`config.mk`:
```
export PLATFORM = sky130hd
export DESIGN_NAME = intel_vip_reset_sequencer
export DESIGN_NICKNAME = d
export VERILOG_FILES = /design/src/rtl/intel_vip_reset_sequencer.sv
export SDC_FILE = /design/constraint.sdc
export NUM_CORES = 1
export LEC_CHECK = 0
export BUFFER_PORTS_ARGS = -buffer_cell sky130_fd_sc_hd__buf_4
export CAP_MARGIN = 40
export CORE_MARGIN = 2
export CORE_UTILIZATION = 50
export CTS_CLUSTER_DIAMETER = 40
export DETAILED_ROUTE_END_ITERATION = 8
export PLACE_DENSITY = 0.76
export SLEW_MARGIN = 40
export SYNTH_ARGS = -nofsm -noshare
export SYNTH_HDL_FRONTEND = slang
export SYNTH_SLANG_ARGS = --single-unit
```
`constraint.sdc`:
```
create_clock -name clk_in -period 3.26 [get_ports clk_in]
set_input_delay 0.815 -clock clk_in [delete_from_list [all_inputs] [get_ports clk_in]]
set_output_delay 0.815 -clock clk_in [all_outputs]
set_load 0.1 [all_outputs]
```
`src/rtl/intel_vip_reset_sequencer.sv`:
```
// Multi-channel reset synchroniser and sequencer: synchronises reset_in,
// stretches it, then releases each channel in index order with a gap.
module intel_vip_reset_sequencer #(
    parameter int NUM_OUTPUTS            = 4,
    parameter int SYNC_DEPTH             = 3,
    parameter int ADDITIONAL_DEPTH       = 2,
    parameter int MIN_ASSERT_CYCLES      = 16,
    parameter int RELEASE_GAP_CYCLES     = 8,
    parameter int DISABLE_GLOBAL_NETWORK = 1
) (
    input  logic                   clk_in,
    input  logic                   reset_in,
    input  logic                   sw_reset_req,
    input  logic [NUM_OUTPUTS-1:0] hold_in,
    output logic                   clk_out,
    output logic [NUM_OUTPUTS-1:0] reset_out,
    output logic                   reset_done
);

    localparam int MAXC = (MIN_ASSERT_CYCLES > RELEASE_GAP_CYCLES) ?
                          MIN_ASSERT_CYCLES : RELEASE_GAP_CYCLES;
    localparam int CW   = $clog2(MAXC + 1);
    localparam int IW   = (NUM_OUTPUTS > 1) ? $clog2(NUM_OUTPUTS) : 1;

    localparam logic [CW-1:0] MIN_M1 = CW'(MIN_ASSERT_CYCLES - 1);
    localparam logic [CW-1:0] GAP_M1 = CW'(RELEASE_GAP_CYCLES - 1);
    localparam logic [IW-1:0] LAST   = IW'(NUM_OUTPUTS - 1);

    localparam GN_ATTR = (DISABLE_GLOBAL_NETWORK != 0) ?
                         "-name GLOBAL_SIGNAL OFF" : "";

    typedef enum logic [1:0] {
        ST_HOLD,
        ST_RELEASE,
        ST_DONE
    } state_e;

    (* preserve *) logic [SYNC_DEPTH-1:0] sync_q;

    state_e                   state_q;
    logic [CW-1:0]            cnt_q;
    logic [IW-1:0]            idx_q;
    logic [NUM_OUTPUTS-1:0]   chan_q;

    (* altera_attribute = GN_ATTR *)
    logic [ADDITIONAL_DEPTH-1:0][NUM_OUTPUTS-1:0] pipe_q;
    (* altera_attribute = GN_ATTR *)
    logic [ADDITIONAL_DEPTH-1:0]                  done_pipe_q;

    logic sync_rst;
    logic due;
    logic held;

    assign clk_out  = clk_in;
    assign sync_rst = sync_q[SYNC_DEPTH-1];
    assign held     = hold_in[idx_q];

    // Counter restarts at each release, so equality marks the scheduled edge.
    assign due = ((state_q == ST_HOLD)    && (cnt_q == MIN_M1)) ||
                 ((state_q == ST_RELEASE) && (cnt_q == GAP_M1));

    always_ff @(posedge clk_in or posedge reset_in) begin
        if (reset_in) begin
            sync_q <= '1;
        end else begin
            sync_q <= {sync_q[SYNC_DEPTH-2:0], 1'b0};
        end
    end

    always_ff @(posedge clk_in or posedge reset_in) begin
        if (reset_in) begin
            state_q <= ST_HOLD;
            cnt_q   <= '0;
            idx_q   <= '0;
            chan_q  <= '1;
        end else if (sync_rst || sw_reset_req) begin
            state_q <= ST_HOLD;
            cnt_q   <= '0;
            idx_q   <= '0;
            chan_q  <= '1;
        end else begin
            unique case (state_q)
                ST_HOLD, ST_RELEASE: begin
                    if (due && !held) begin
                        chan_q[idx_q] <= 1'b0;
                        cnt_q         <= '0;
                        if (idx_q == LAST) begin
                            state_q <= ST_DONE;
                        end else begin
                            idx_q   <= idx_q + IW'(1);
                            state_q <= ST_RELEASE;
                        end
                    end else if (due) begin
                        // Park on the due count until the hold drops.
                        state_q <= ST_RELEASE;
                        cnt_q   <= GAP_M1;
                    end else if (cnt_q != '1) begin
                        cnt_q <= cnt_q + CW'(1);
                    end
                end
                ST_DONE: begin
                    cnt_q <= cnt_q;
                end
                default: begin
                    state_q <= ST_HOLD;
                end
            endcase
        end
    end

    always_ff @(posedge clk_in or posedge reset_in) begin
        if (reset_in) begin
            pipe_q      <= '1;
            done_pipe_q <= '0;
        end else begin
            pipe_q      <= {pipe_q[ADDITIONAL_DEPTH-2:0], chan_q};
            done_pipe_q <= {done_pipe_q[ADDITIONAL_DEPTH-2:0],
                            (state_q == ST_DONE)};
        end
    end

    assign reset_out  = pipe_q[ADDITIONAL_DEPTH-1];
    assign reset_done = done_pipe_q[ADDITIONAL_DEPTH-1];

endmodule

```
# After elaboration in Yosys (flattened, before gate mapping)
# Cells that the tools add are included.
dict set report totals {
  input_bits 7
  ff_bits 26
}
dict set report classes {
  order_cmp 2
  addsub 2
  mux 21
  bitwise_logic 2
  reduce_logical 16
  eq_ne 9
}
# op count
set ops {}
lappend ops {{2-to-1 mux 5 bit} 5}
lappend ops {{2-to-1 mux 2 bit} 8}
lappend ops {{2-to-1 mux 4 bit} 3}
lappend ops {{AND reduction 2 bit} 3}
lappend ops {{adder 5 x 1 -> 5 bit (second input constant)} 1}
lappend ops {{equality test 5 x 3 -> 1 bit (second input constant)} 1}
lappend ops {{equality test 5 x 4 -> 1 bit (second input constant)} 1}
lappend ops {{!= test 5 bit (second input constant)} 1}
lappend ops {{AND 4 bit} 1}
lappend ops {{equality test 2 bit (second input constant)} 2}
lappend ops {{logical AND 1 bit} 4}
lappend ops {{!= test 2 bit (second input constant)} 2}
lappend ops {{!= test 4 bit (second input constant)} 1}
lappend ops {{NOT 4 bit} 1}
lappend ops {{case mux 2 bit (2 select lines)} 1}
lappend ops {{nonzero test 2 bit} 2}
lappend ops {{nonzero test 4 bit} 1}
lappend ops {{< comparator 2 x 3 -> 1 bit (second input constant)} 1}
lappend ops {{AND reduction 3 bit} 1}
lappend ops {{adder 2 x 1 -> 2 bit (second input constant)} 1}
lappend ops {{binary-select mux 1 bit (select 2 bit)} 1}
lappend ops {{demux 1 bit (select 2 bit)} 1}
lappend ops {{equality test 2 x 1 -> 1 bit (second input constant)} 1}
lappend ops {{greater-or-equal comparator 2 x 1 -> 1 bit (second input constant)} 1}
lappend ops {{5 further kinds} 7}

# Logic depth before layout (Yosys ltp)
dict set report depth {
  depth_word 9
  mapped_depth 8
  depth_no_buf 7
}

==> impl_results.md <==
- Fin Setup TNS: 0 ns
- LEAKAGE: 0.608 nW
- Setup crit start kind: clock port
- Hold Path Class: flop to flop
- Initial Util: 51.5%
- Synthesized area per cell: 11.8 sq um
- Core box area: 2430 sq um
- Global-route wire length before repair: 3470 um
- Worst slew pin tran: 0.511 ns
- Fillers: 215
- Most used cell along the critical path: clkbuf_4
- Routed WL per cell: 14.3 um
- Count of state elements after synthesis: 26
- Rows: 18
- Slew HR: 65.9%
- Die H: 54.1 um
- CP Data Arrival Time: 2.08 ns
- Run status: finished clean
- Initial antenna violation count: 0
- RSZ-0062 raised after global routing: false
- Largest net degree at the start of global routing: 27
- Gr usage total: 16.7%
- Worst skew pair latency: 0.42 ns
- DRC viols: 0
- Die area: 2920 sq um
- Fraction of layout cells with a size suffix above 1: 36.8%
- Kind of critical path: clock port to primary output
- Post-synth EDFFs: 0
- Crit-path slowest cell: buf_4
- Worst Path Required: 2.44 ns
- CTS tree: done
- Worst path max stage delay: 0.22 ns
- Post-DP HPWL: 1520 um
- DR vias/cell: 5.60
- Worst-path fanout max: 2
- Final WL: 2100 um
- Post-Synthesis Net Count: 120
- Count leader, synth: dfstp_2
- Drt pass-1 iters: 4
- Top cells by count, synth: dfstp_2 (15), dfrtp_1 (11), ha_1 (7), inv_1 (7)
- Grt total ovfl: 0
- Area Overhead vs Synth: 11.2%
- Final slew viol count: 0
- Nets: 132
- Crit end category: primary output
- Post-synthesis cell area: 1250 sq um
- Count of cell types in the netlist: 42
- I/O pin cnt: 13
- Area leader, netlist: dfstp_2
- Synth Flop Type: dfstp_2
- Post-Route Hold Slack: 0.363 ns
- Pwr dens: 508 nW/um^2
- Die X-Extent: 54.1 um
- Post-Synthesis Cells: 106
- CTS resizes: 0
- Top cell type's share of synthesized area: 31.5%
- Worst flop-to-flop path startpoint: cnt_q[0]$_DFFE_PP0P_
- Vias in the first global route: 823
- Skew final: 0.00232 ns
- CP Launch Point: clk_in
- Synth top area cells: dfstp_2 (31%), dfrtp_1 (22%), ha_1 (7.0%), a21o_1 (3.0%), buf_4 (3.0%)
- Via Count: 823
- Final Hold Viols: 0
- Worst-path clk slew: 0.14 ns
- Register area share after synthesis: 53.4%
- Routability Congestion: 0.881
- Max_cap viols: 0
- Worst VDD drop: 0.000562 V
- PortBufs: 12
- Post-CTS setup buffer count: 0
- CP Cell Sequence: clkbuf_4, clkbuf_4, buf_4
- N_diodes: 0
- Count of final setup violators: 0
- Count of hold-fix buffers inserted at cts: 0
- Hold path start: pipe_q[3]$_DFF_PP1_
- Ys async rst share: 100%
- Antenna viol nets, final: 0
- YS warnings: 0
- Drt first-iter violations: 21
flip-flops by register name, summed over array words and instances, names as in the netlist:
signal       cells
state_q          2
chan_q           4
pipe_q           4
reset_out        4
idx_q            2
done_pipe_q      2
cnt_q            5
sync_q           3
through the flow:
| step | util [%] | area, sq um | setup WS, ns | power (mW) | cells |
|---|---|---|---|---|---|
| 3_3_place_gp | 54.4 | 1320 | 0.603 | 0.475 | 140 |
| 4_1_cts | 57.3 | 1390 | 0.358 | 0.714 | 147 |
| 6_report | 57.3 | 1390 | 0.366 | 0.707 | 147 |
| 5_1_grt | 57.3 | 1390 | 0.346 | 0.739 | 147 |
| 3_5_place_dp | 54.4 | 1320 | 0.603 | 0.476 | 140 |
| 2_1_floorplan | - | 1250 | 0.603 | 0.466 | 106 |
worst paths after layout:
kind | end | slack, ns | cells past startpoint
worst max-delay path | clk_out | 0.37 | 3
worst min-delay path | reset_out[3]$_DFF_PP1_ | 0.36 | 0
worst max register to register | idx_q[0]$_DFFE_PP0P_ | 0.91 | 7
worst min register to register | reset_out[3]$_DFF_PP1_ | 0.36 | 0
max in group asynchronous | pipe_q[3]$_DFF_PP1_ | 2.48 | 2
min in group asynchronous | done_pipe_q[1]$_DFF_PP0_ | 0.42 | 2
placed cells by master (no fill, tap or decap), drive strengths merged:
cell / instances
dfstp: 15
buf: 12
dfrtp: 11
ha: 7
inv: 7
clkbuf: 7
nor2: 6
nand3: 6
a21o: 5
and2: 3
a311oi: 3
o21ai: 3
a21oi: 2
mux2i: 2
and3: 2
nor3b: 2
a31oi: 2
a211oi: 2
or2: 2
nand2b: 2
or3b: 2
o41ai: 2
nand3b: 1
nor3: 1
mux2: 1
nand4: 1
a21boi: 1
o22a: 1
or4: 1
nand2: 1
o32ai: 1
o31a: 1
a41o: 1
conb: 1
power by group:
group / total, mW / switching [mW] / internal [mW]
clock: 0.352 / 0.202 / 0.150
combinational: 0.0244 / 0.0155 / 0.00895
sequential: 0.330 / 0.00208 / 0.328
critical path, delay by kind of cell:
family	cells	cell delay (ns)
buffers and inverters	3	0.45
layout make-up:
cell class	instances	area (sq um)	share of cell area (%)
flip-flops and latches	26	669	48.1
multi-input cells	65	499	35.8
repair buffers	11	82.6	5.93
clock buffers	8	77.6	5.57
well taps	30	37.5	2.70
inverters	7	26.3	1.89
kinds of logic (layout without fill, tap and decap cells):
logic type      Yosys count  after routing  synth area share (%)
buf+inv                  15             26                  6.69
compound gates           24             24                  15.6
simple gates             30             30                  14.5
flops                    26             26                  53.4
fa+ha+maj                 7              7                  6.99
mux                       3              3                  2.50
other cells               1              1                 0.299
per-layer routing:
layer | up-vias | part of all wire (%) | global-route usage, %
li1 | 394 | - | -
met1 | 398 | 47 | 21.6
met2 | 27 | 48 | 26.2
met3 | 4 | 4.5 | 4.72
met4 | 0 | 1.1 | 6.67
met5 | - | 0 | 0
No activity file was read; power rests on OpenSTA's default activity.
